File: config.mk
export PLATFORM = sky130hd
export DESIGN_NAME = mem_access_stage_flat
export DESIGN_NICKNAME = d
export VERILOG_FILES = /design/src/rtl/mem_access_stage_if.sv /design/src/rtl/mem_access_stage.sv /design/src/flat_wrapper.sv
export SDC_FILE = /design/constraint.sdc
export NUM_CORES = 1
export LEC_CHECK = 0
export CORE_MARGIN = 3
export CORE_UTILIZATION = 38
export DETAILED_ROUTE_END_ITERATION = 10
export PLACE_DENSITY = 0.7
export SLEW_MARGIN = 10
export SYNTH_ARGS = -nofsm -noshare
export SYNTH_HDL_FRONTEND = slang
export SYNTH_SLANG_ARGS = --single-unit
File: constraint.sdc
create_clock -name clk -period 4.3 [get_ports clk]
set_clock_uncertainty 0.2 [all_clocks]
set_input_delay 0.43 -clock clk [delete_from_list [all_inputs] [get_ports clk]]
set_output_delay 0.43 -clock clk [all_outputs]
set_load 0.05 [all_outputs]
File: src/rtl/mem_access_stage_if.sv
// Data-memory bus between the MEM stage (master) and the data memory (slave).
// Uses the req/gnt/rvalid protocol; read data is returned only for loads.
interface mem_access_stage_if;
    logic        dmem_req;
    logic        dmem_we;
    logic [31:0] dmem_addr;
    logic [3:0]  dmem_be;
    logic [31:0] dmem_wdata;
    logic        dmem_gnt;
    logic        dmem_rvalid;
    logic [31:0] dmem_rdata;

    modport master (
        output dmem_req, dmem_we, dmem_addr, dmem_be, dmem_wdata,
        input  dmem_gnt, dmem_rvalid, dmem_rdata
    );

    modport slave (
        input  dmem_req, dmem_we, dmem_addr, dmem_be, dmem_wdata,
        output dmem_gnt, dmem_rvalid, dmem_rdata
    );
endinterface

File: src/rtl/mem_access_stage.sv
// MEM pipeline stage: runs one data-memory access per load/store with byte-lane steering,
// load extension, timeout abort and upstream stall; other instructions pass through to WB.
module mem_access_stage #(
    parameter int unsigned TIMEOUT = 256
) (
    input  logic        clk,
    input  logic        rst,
    input  logic        ex_valid,
    input  logic [31:0] ex_aluout,
    input  logic [31:0] ex_busb,
    input  logic        ex_memrd,
    input  logic        ex_memwr,
    input  logic [2:0]  ex_memop,
    input  logic [4:0]  ex_rd,
    input  logic        ex_regwr,
    output logic        mem_stall,
    mem_access_stage_if.master dmem,
    output logic        wb_valid,
    output logic [31:0] wb_data,
    output logic [4:0]  wb_rd,
    output logic        wb_regwr,
    output logic        mem_misalign,
    output logic        mem_err
);

    localparam int unsigned CNT_W = $clog2(TIMEOUT);
    localparam logic [CNT_W-1:0] CNT_LAST = CNT_W'(TIMEOUT - 1);

    typedef enum logic [1:0] {
        S_IDLE = 2'd0,
        S_REQ  = 2'd1,
        S_RESP = 2'd2
    } state_t;

    state_t           state_q, state_d;
    logic [CNT_W-1:0] cnt_q, cnt_d;

    // Captured request context, held for the whole transaction
    logic        ld_q, ld_d;
    logic [2:0]  op_q, op_d;
    logic [1:0]  off_q, off_d;
    logic [4:0]  rd_q, rd_d;
    logic        regwr_q, regwr_d;
    logic [31:0] alu_q, alu_d;

    logic        req_q, req_d;
    logic        we_q, we_d;
    logic [31:0] addr_q, addr_d;
    logic [3:0]  be_q, be_d;
    logic [31:0] wdata_q, wdata_d;

    logic        wb_valid_d, wb_regwr_d, mis_d, err_d;
    logic [31:0] wb_data_d;
    logic [4:0]  wb_rd_d;

    logic is_mem;

    // op[1:0]: 00 byte, 01 half, anything else word; op[2] selects zero extension
    function automatic logic misaligned(input logic [2:0] op, input logic [1:0] off);
        case (op[1:0])
            2'b00:   misaligned = 1'b0;
            2'b01:   misaligned = off[0];
            default: misaligned = (off != 2'b00);
        endcase
    endfunction

    function automatic logic [3:0] be_of(input logic [2:0] op, input logic [1:0] off);
        case (op[1:0])
            2'b00:   be_of = 4'b0001 << off;
            2'b01:   be_of = off[1] ? 4'b1100 : 4'b0011;
            default: be_of = 4'b1111;
        endcase
    endfunction

    function automatic logic [31:0] wdata_of(input logic [2:0] op, input logic [31:0] d);
        case (op[1:0])
            2'b00:   wdata_of = {4{d[7:0]}};
            2'b01:   wdata_of = {2{d[15:0]}};
            default: wdata_of = d;
        endcase
    endfunction

    function automatic logic [31:0] load_ext(input logic [2:0] op, input logic [1:0] off,
                                             input logic [31:0] rdata);
        logic [7:0]  b;
        logic [15:0] h;
        b = 8'(rdata >> {off, 3'b000});
        h = 16'(rdata >> {off[1], 4'b0000});
        case (op[1:0])
            2'b00:   load_ext = op[2] ? {24'd0, b} : {{24{b[7]}}, b};
            2'b01:   load_ext = op[2] ? {16'd0, h} : {{16{h[15]}}, h};
            default: load_ext = rdata;
        endcase
    endfunction

    assign is_mem = ex_memrd | ex_memwr;

    // Next-state, stall and next-output logic
    always_comb begin
        state_d    = state_q;
        cnt_d      = cnt_q;
        ld_d       = ld_q;
        op_d       = op_q;
        off_d      = off_q;
        rd_d       = rd_q;
        regwr_d    = regwr_q;
        alu_d      = alu_q;
        req_d      = req_q;
        we_d       = we_q;
        addr_d     = addr_q;
        be_d       = be_q;
        wdata_d    = wdata_q;
        wb_valid_d = 1'b0;
        wb_data_d  = wb_data;
        wb_rd_d    = wb_rd;
        wb_regwr_d = 1'b0;
        mis_d      = 1'b0;
        err_d      = 1'b0;
        mem_stall  = 1'b0;

        case (state_q)
            S_IDLE: begin
                cnt_d = '0;
                if (ex_valid) begin
                    if (!is_mem) begin
                        wb_valid_d = 1'b1;
                        wb_data_d  = ex_aluout;
                        wb_rd_d    = ex_rd;
                        wb_regwr_d = ex_regwr;
                    end else if (misaligned(ex_memop, ex_aluout[1:0])) begin
                        wb_valid_d = 1'b1;
                        wb_data_d  = ex_aluout;
                        wb_rd_d    = ex_rd;
                        mis_d      = 1'b1;
                    end else begin
                        mem_stall = 1'b1;
                        ld_d      = ex_memrd;
                        op_d      = ex_memop;
                        off_d     = ex_aluout[1:0];
                        rd_d      = ex_rd;
                        regwr_d   = ex_regwr;
                        alu_d     = ex_aluout;
                        req_d     = 1'b1;
                        we_d      = !ex_memrd;
                        addr_d    = {ex_aluout[31:2], 2'b00};
                        be_d      = be_of(ex_memop, ex_aluout[1:0]);
                        wdata_d   = wdata_of(ex_memop, ex_busb);
                        state_d   = S_REQ;
                    end
                end
            end

            S_REQ: begin
                mem_stall = 1'b1;
                if (dmem.dmem_gnt && !ld_q) begin
                    mem_stall  = 1'b0;
                    req_d      = 1'b0;
                    wb_valid_d = 1'b1;
                    wb_data_d  = alu_q;
                    wb_rd_d    = rd_q;
                    state_d    = S_IDLE;
                end else if (cnt_q == CNT_LAST) begin
                    mem_stall  = 1'b0;
                    req_d      = 1'b0;
                    wb_valid_d = 1'b1;
                    wb_data_d  = alu_q;
                    wb_rd_d    = rd_q;
                    err_d      = 1'b1;
                    state_d    = S_IDLE;
                end else begin
                    cnt_d = cnt_q + 1'b1;
                    if (dmem.dmem_gnt) begin
                        req_d   = 1'b0;
                        state_d = S_RESP;
                    end
                end
            end

            S_RESP: begin
                mem_stall = 1'b1;
                if (dmem.dmem_rvalid) begin
                    mem_stall  = 1'b0;
                    wb_valid_d = 1'b1;
                    wb_data_d  = load_ext(op_q, off_q, dmem.dmem_rdata);
                    wb_rd_d    = rd_q;
                    wb_regwr_d = regwr_q;
                    state_d    = S_IDLE;
                end else if (cnt_q == CNT_LAST) begin
                    mem_stall  = 1'b0;
                    wb_valid_d = 1'b1;
                    wb_data_d  = alu_q;
                    wb_rd_d    = rd_q;
                    err_d      = 1'b1;
                    state_d    = S_IDLE;
                end else begin
                    cnt_d = cnt_q + 1'b1;
                end
            end

            default: state_d = S_IDLE;
        endcase

        // Nothing is accepted while reset is held, so never stall upstream then
        if (rst) mem_stall = 1'b0;
    end

    always_ff @(posedge clk or posedge rst) begin
        if (rst) begin
            state_q      <= S_IDLE;
            cnt_q        <= '0;
            ld_q         <= 1'b0;
            op_q         <= '0;
            off_q        <= '0;
            rd_q         <= '0;
            regwr_q      <= 1'b0;
            alu_q        <= '0;
            req_q        <= 1'b0;
            we_q         <= 1'b0;
            addr_q       <= '0;
            be_q         <= '0;
            wdata_q      <= '0;
            wb_valid     <= 1'b0;
            wb_data      <= '0;
            wb_rd        <= '0;
            wb_regwr     <= 1'b0;
            mem_misalign <= 1'b0;
            mem_err      <= 1'b0;
        end else begin
            state_q      <= state_d;
            cnt_q        <= cnt_d;
            ld_q         <= ld_d;
            op_q         <= op_d;
            off_q        <= off_d;
            rd_q         <= rd_d;
            regwr_q      <= regwr_d;
            alu_q        <= alu_d;
            req_q        <= req_d;
            we_q         <= we_d;
            addr_q       <= addr_d;
            be_q         <= be_d;
            wdata_q      <= wdata_d;
            wb_valid     <= wb_valid_d;
            wb_data      <= wb_data_d;
            wb_rd        <= wb_rd_d;
            wb_regwr     <= wb_regwr_d;
            mem_misalign <= mis_d;
            mem_err      <= err_d;
        end
    end

    assign dmem.dmem_req   = req_q;
    assign dmem.dmem_we    = we_q;
    assign dmem.dmem_addr  = addr_q;
    assign dmem.dmem_be    = be_q;
    assign dmem.dmem_wdata = wdata_q;

endmodule

File: src/flat_wrapper.sv
// flat-port wrapper written by rule: the top's interface ports become plain ports
module mem_access_stage_flat 
#(
    parameter int unsigned TIMEOUT = 256
)
  (clk, rst, ex_valid, ex_aluout, ex_busb, ex_memrd, ex_memwr, ex_memop, ex_rd, ex_regwr, mem_stall, wb_valid, wb_data, wb_rd, wb_regwr, mem_misalign, mem_err, dmem_dmem_req, dmem_dmem_we, dmem_dmem_addr, dmem_dmem_be, dmem_dmem_wdata, dmem_dmem_gnt, dmem_dmem_rvalid, dmem_dmem_rdata);
  mem_access_stage_if dmem_i ();
  input  logic clk;
  input  logic rst;
  input  logic ex_valid;
  input  logic [31:0] ex_aluout;
  input  logic [31:0] ex_busb;
  input  logic ex_memrd;
  input  logic ex_memwr;
  input  logic [2:0] ex_memop;
  input  logic [4:0] ex_rd;
  input  logic ex_regwr;
  output logic mem_stall;
  output logic wb_valid;
  output logic [31:0] wb_data;
  output logic [4:0] wb_rd;
  output logic wb_regwr;
  output logic mem_misalign;
  output logic mem_err;
  output wire logic [$bits(dmem_i.dmem_req)-1:0] dmem_dmem_req;
  output wire logic [$bits(dmem_i.dmem_we)-1:0] dmem_dmem_we;
  output wire logic [$bits(dmem_i.dmem_addr)-1:0] dmem_dmem_addr;
  output wire logic [$bits(dmem_i.dmem_be)-1:0] dmem_dmem_be;
  output wire logic [$bits(dmem_i.dmem_wdata)-1:0] dmem_dmem_wdata;
  input wire logic [$bits(dmem_i.dmem_gnt)-1:0] dmem_dmem_gnt;
  input wire logic [$bits(dmem_i.dmem_rvalid)-1:0] dmem_dmem_rvalid;
  input wire logic [$bits(dmem_i.dmem_rdata)-1:0] dmem_dmem_rdata;
  assign dmem_dmem_req = dmem_i.dmem_req;
  assign dmem_dmem_we = dmem_i.dmem_we;
  assign dmem_dmem_addr = dmem_i.dmem_addr;
  assign dmem_dmem_be = dmem_i.dmem_be;
  assign dmem_dmem_wdata = dmem_i.dmem_wdata;
  assign dmem_i.dmem_gnt = dmem_dmem_gnt;
  assign dmem_i.dmem_rvalid = dmem_dmem_rvalid;
  assign dmem_i.dmem_rdata = dmem_dmem_rdata;
  mem_access_stage #(.TIMEOUT(TIMEOUT)) u_core (.clk(clk), .rst(rst), .ex_valid(ex_valid), .ex_aluout(ex_aluout), .ex_busb(ex_busb), .ex_memrd(ex_memrd), .ex_memwr(ex_memwr), .ex_memop(ex_memop), .ex_rd(ex_rd), .ex_regwr(ex_regwr), .mem_stall(mem_stall), .dmem(dmem_i), .wb_valid(wb_valid), .wb_data(wb_data), .wb_rd(wb_rd), .wb_regwr(wb_regwr), .mem_misalign(mem_misalign), .mem_err(mem_err));
endmodule
==> results of run 1 <==
-- how the worst max path moves through the flow --
stage | startpoint | endpoint | cells past startpoint
2_1_floorplan | rst | u_core.alu_q[0] | 1
3_3_place_gp | ex_aluout[0] | mem_stall | 6
3_5_place_dp | ex_memrd | u_core.wb_data[26] | 7
4_1_cts | u_core.cnt_q[0] | mem_stall | 6
5_1_grt | u_core.cnt_q[0] | mem_stall | 6
6_report | u_core.cnt_q[0] | mem_stall | 6
-- worst max-delay path: stages (launching register included) --
cell and delay (ns):
dfrtp_1 0.42, ha_1 0.26, and4_4 0.21, and2_1 0.26
or2_2 0.37, a211oi_1 0.44, buf_12 0.20
-- final cells by class --
type	count	area, µm²	share of cell area [%]
multi-input cells	482	3470	34.6
clock inverters	12	106	1.06
repair buffers	231	2320	23.2
clock buffers	20	467	4.65
well taps	260	325	3.24
flip-flops and latches	131	3280	32.7
inverters	14	57.6	0.574
-- per-layer routing --
metal | vias to the layer above | GRT usage [%]
li1 | 2878 | -
met1 | 2991 | 28.2
met2 | 252 | 33.1
met3 | 20 | 7.00
met4 | 2 | 5.94
met5 | - | 0
-- kinds of logic (layout without fill, tap and decap cells) --
logic type      after synthesis  count (layout)
xor+xnor                      4               4
compound gates              196             196
fa+ha+maj                     5               5
mux                          79              79
buf+inv                      94             277
flops                       131             131
simple gates                196             196
other cells                   1               2
-- sequential cells by signal, indices dropped and copies added, names as in the netlist, 2 cells and up --
name                    flops
u_core.state_q              2
u_core.wb_rd                5
u_core.dmem.dmem_wdata     32
u_core.dmem.dmem_be         4
u_core.cnt_q                8
u_core.alu_q               31
u_core.rd_q                 5
u_core.wb_data             32
u_core.op_q                 3
-- metrics by stage --
stage	cell area (µm²)	power [µW]
6_report	10000	8980
5_1_grt	10000	9490
4_1_cts	10000	9030
3_5_place_dp	9460	7580
3_3_place_gp	9460	7520
2_1_floorplan	7330	6110
-- cells in the final DEF (no fill, tap or decap), drive strengths merged, types with 22 or more instances in the layout --
| master | Yosys | final |
|---|---|---|
| nor2b | 22 | 22 |
| nand2 | 62 | 62 |
| o211ai | 22 | 22 |
| o21ai | 51 | 51 |
| mux2 | 50 | 50 |
| a21oi | 30 | 30 |
| mux2i | 28 | 28 |
| nand3 | 30 | 30 |
| clkdlybuf4s50 | 0 | 220 |
| dfrtp | 131 | 131 |
| nor2 | 48 | 48 |
| a22oi | 28 | 28 |
-- power groups by stage --
stage / Combinational [µW] / Sequential, µW / Clock, µW
after floorplan: 2770 / 3340 / 0
after global placement: 5180 / 2340 / 0
after detailed placement: 5240 / 2340 / 0
after CTS: 5240 / 2340 / 1450
after global routing: 5550 / 2430 / 1510
final: 5220 / 2340 / 1410
==> flow_summary_export.csv, run 1 <==
group,metric,value,unit
status,outcome,"finished, final reports clean",
power,pwr-share-seq,26.1,%
clocking,clkLatencyLatePin,0.42,ns
clocking,ctsResizeCount,0,
synthesis,synthAdderAreaFrac,0.854,%
timing,fmax,313,MHz
power,internal-power,4610,µW
critical_path,worstPathRequired,3.67,ns
synthesis,synthCells,706,
detailed_routing,viasPerCell,5.34,
clocking,cts_root_buf,"clkbuf_16",
die,coreArea,0.0188,mm²
finish,num-fill-cells,1682,
critical_path,worstPathArrival,2.56,ns
global_route,grt_pass1_wl,34.5,mm
placement,dpl_worst_slack,1.30,ns
synthesis,yosysMostFrequentCell,"dfrtp_1",
flow_run,maxCapViolCount,0,
critical_path,rr_endpoint,"u_core.wb_data[12]",
synthesis,ys_top_cells_by_count,"dfrtp_1, nand2_1, mux2_4",
detailed_routing,final_antenna_net_count,0,
detailed_routing,wl_met1,9.84,mm
timing,holdWs,0.262,ns
detailed_routing,wl_per_cell,19.4,µm
synthesis,synth_top_family_by_area,"compound AO/OA/AOI/OAI gates",
placement,dpl.cell_count,1118,
placement,port-buffer-count,221,
detailed_routing,drt_pass1_iterations,5,
detailed_routing,num_vias,6143,
die,ios,224,
timing,rsz0062_at_grt,"no",
critical_path,worstReg2RegStart,"u_core.alu_q[1]",
synthesis,synth_top_cell_area_share,44.8,%
synthesis,syn_avg_cell_area,10.4,µm²
timing,finalCritPeriodShare,74.3,%
power,clkPwrFrac,15.8,%
synthesis,synth_seq_cells,131,
finish,fin_util,53.3,%
critical_path,worstSetupPathType,"reg2out",
finish,synthToLayoutAreaGrowth,37.0,%
synthesis,synth_cell_types,66,
synthesis,yosys_warnings,0,
clocking,htree_levels,4,
synthesis,synth_top_area_cell,"dfrtp_1",
power,power_density,895,mW/mm²
timing,slew_violations,0,
timing,finalSetupViolations,0,
power,p_switching,4370,µW
clocking,cts_inserted_buffers,17,
finish,finalNonFillerCells,1150,
placement,place_hpwl,15.8,mm
synthesis,netlist_top_cells_area,"dfrtp_1, mux2_4, mux2i_1, buf_4, nand2_1",
timing,relSlewSlack,29.8,%
clocking,clock_path_buffers,2,
clocking,tritoncts,"built",
critical_path,worst_r2r_path_depth,5,
global_route,antenna_found_initial,1,
min_path,min_path_type,"in2async",
synthesis,synthMuxAreaShare,14.4,%
timing,period_needed,3.19,ns
die,initial_core_util,38.9,%
power,power_frac_comb,58.1,%
synthesis,synthXorXnorAreaFrac,0.478,%
global_route,overflow,0,
synthesis,synth_compound_area_share,18.6,%
timing,hold_violations,0,
detailed_routing,drt-total-wl,22.3,mm
detailed_routing,top_layer,"met5",
finish,drive_above_1_share,12.6,%
global_route,grt_pass1_vias,6193,
power,ir_worst_vdd,0.372,mV
timing,timing.final.ws_setup,1.11,ns
die,dieArea,0.0210,mm²
finish,diodes,0,
clocking,ctsHoldBuffers,0,
clocking,clock-sinks,131,
synthesis,synth_seq_area_share,44.8,%
die,rows,50,
timing,fin_setup_tns,0,ns
die,die_h,145,µm
die,fp.dieW,145,µm
critical_path,worst_setup_path_end_kind,"primary output",
power,p_leak,0.00431,µW
critical_path,r2r_slack,1.59,ns
synthesis,async_flop_share,100,%
detailed_routing,dr_wl_met2,10.1,mm
clocking,cts_setup_buffers,0,
clocking,clkTransAtPathRegs,0.06,ns
detailed_routing,initialDrtViolationCount,434,
critical_path,start_kind,"register",
synthesis,synth_ff_type,"dfrtp_1",
placement,gp_routability_congestion,0.849,
global_route,grt_max_degree,109,
synthesis,yosys.area_share.simple,12.8,%
critical_path,path_max_fanout,7,
power,netSwitchingFraction,48.7,%
timing,worst_pin_slew,1.05,ns
synthesis,synth_edf_count,0,
detailed_routing,wl_met3,1.99,mm
synthesis,synth_area,0.00732,mm²
global_route,grtUsageTotal,21.1,%
finish,final_nets,994,
detailed_routing,drc,0,
Power figures use the tool's default switching activity.
==> run 2: changes to the inputs <==
==> constraint.sdc (replaced) <==
create_clock -name clk -period 2.8 [get_ports clk]
set_clock_uncertainty 0.2 [all_clocks]
set_input_delay 0.28 -clock clk [delete_from_list [all_inputs] [get_ports clk]]
set_output_delay 0.28 -clock clk [all_outputs]
set_load 0.05 [all_outputs]
==> flow_summary_export.csv, run 2 (synthesis results as in run 1) <==
group,metric,value,unit
clocking,htree_levels,4,
timing,slew_violations,0,
detailed_routing,wl_per_cell,19.6,µm
clocking,tritoncts,"built",
critical_path,path_cells,"inv_2 > ha_4 > nor2b_2 > a21oi_2 > or2_4 > a211oi_4 > buf_12",
critical_path,cp_num_buf_inv,2,
clocking,clkLatencyLatePin,0.41,ns
critical_path,rr_endpoint,"u_core.wb_data[25]",
placement,place_hpwl,16.5,mm
critical_path,worstSetupPathType,"reg2out",
global_route,grt_pass1_vias,6304,
finish,synthToLayoutAreaGrowth,41.9,%
power,power_density,1380,mW/mm²
global_route,overflow,0,
timing,finalCritPeriodShare,97.2,%
critical_path,worstReg2RegStart,"u_core.state_q[0]",
power,ir_worst_vdd,0.883,mV
power,p_leak,0.00448,µW
timing,hold_violations,0,
critical_path,cp_slowest_cell,"dfrtp_1",
finish,seqCellArea,0.00328,mm²
global_route,grtUsageTotal,21.6,%
clocking,clock-sinks,131,
finish,final_nets,1022,
critical_path,start_kind,"register",
global_route,grt_pass1_wl,35.4,mm
detailed_routing,num_vias,6315,
min_path,min_path_type,"in2async",
critical_path,worstPathArrival,2.24,ns
die,fp.dieW,145,µm
power,power,14300,µW
detailed_routing,drt-total-wl,23.0,mm
detailed_routing,drc,0,
critical_path,path_max_fanout,6,
critical_path,path_delay_family,"simple AND/OR/NAND/NOR gates",
die,ios,224,
timing,period_needed,2.72,ns
die,coreArea,0.0188,mm²
placement,placed_area,0.00970,mm²
die,dieArea,0.0210,mm²
placement,dpl.cell_count,1145,
finish,final_common_cell,"clkdlybuf4s50_1",
clocking,clock_path_buffers,2,
die,rows,50,
detailed_routing,initialDrtViolationCount,452,
clocking,cts_root_buf,"clkbuf_16",
global_route,antenna_found_initial,1,
critical_path,cpPeakStageDelay,0.43,ns
detailed_routing,viasPerCell,5.36,
finish,drive_above_1_share,16.0,%
critical_path,worst_r2r_path_depth,9,
clocking,ctsHoldBuffers,0,
clocking,cts_inserted_buffers,17,
critical_path,worstSetupPathDepth,7,
timing,fmax,368,MHz
global_route,grt_max_degree,74,
placement,gp_routability_congestion,0.875,
clocking,clkTransAtPathRegs,0.06,ns
finish,finalNonFillerCells,1178,
timing,relSlewSlack,29.6,%
timing,worst_pin_slew,1.06,ns
detailed_routing,final_antenna_net_count,0,
timing,fin_setup_tns,0,ns
finish,stdcell_area,0.0104,mm²
finish,multi_input_area,0.00356,mm²
clocking,cts_setup_buffers,0,
status,outcome,"finished, final reports clean",
finish,diodes,0,
placement,port-buffer-count,221,
critical_path,r2r_slack,0.15,ns
critical_path,worstPathRequired,2.32,ns
timing,finalSetupViolations,0,
detailed_routing,drt_pass1_iterations,5,
die,die_h,145,µm
finish,layout_common_cells,"clkdlybuf4s50_1, dfrtp_1, nand2_1",
flow_run,maxCapViolCount,0,
die,initial_core_util,38.9,%
finish,num-fill-cells,1606,
critical_path,worst_setup_path_end_kind,"primary output",
==> run 2: cell count changes in the layout (fill, tap and decap cells not counted), moves of 2 or more <==
cell       change
buf_4         +24
ha_1           -4
buf_12         +3
ha_4           +3
bufinv_16      +2
==> run 2: power by group <==
group | internal (µW) | switching (µW) | leakage, µW
clock | 1450 | 870 | 0.000296
combinational | 3220 | 5280 | 0.00257
sequential | 2790 | 684 | 0.00161
==> run 2: area by class of cell <==
type                       count  share of cell area [%]
tap                          260                    3.13
multi-input combinational    483                    34.2
clock buffer                  20                    4.39
sequential                   131                    31.5
timing repair buffer         258                    24.7
clock inverter                12                    1.49
inverter                      14                   0.542
==> run 2: per-stage QoR <==
step / setup WS [ns] / hold WS [ns] / util (%)
floorplan: 0.169 / 0.171 / -
global placement: 0.130 / 0.262 / 51.5
detailed placement: 0.0782 / 0.270 / 51.5
CTS: 0.0338 / 0.260 / 54.8
global route: -0.00744 / 0.270 / 55.2
finish: 0.0795 / 0.263 / 55.2
==> run 2: worst max-delay path by stage <==
stage | start | endpoint | slack, ns
6_report | u_core.state_q[0] | mem_stall | 0.08
5_1_grt | u_core.state_q[0] | mem_stall | -0.007
4_1_cts | u_core.cnt_q[0] | u_core.wb_data[25] | 0.03
3_5_place_dp | ex_valid | u_core.wb_data[19] | 0.08
3_3_place_gp | u_core.cnt_q[0] | u_core.wb_data[18] | 0.13
2_1_floorplan | u_core.cnt_q[0] | mem_stall | 0.17
==> run 2: timing repair <==
item,4_1_cts,5_1_grt
endpoints found under the setup margin,1,16
resized for setup,2,12
gates cloned,0,1
pin swaps,1,2
==> run 2: worst reg2reg max path, delay by kind of cell (launching register included) <==
family                   cells  cell delay (ns)
AO/OA/AOI/OAI                3             0.81
adder cells (fa/ha/maj)      1             0.17
buffers and inverters        3             0.60
flip-flops                   1             0.43
AND/OR/NAND/NOR              2             0.33
==> run 2: layer usage <==
metal / wire (µm) / GRT usage [%]
met5: 18 / 0
met4: 411 / 5.94
met3: 2110 / 6.67
met2: 10600 / 34.4
met1: 9890 / 28.7
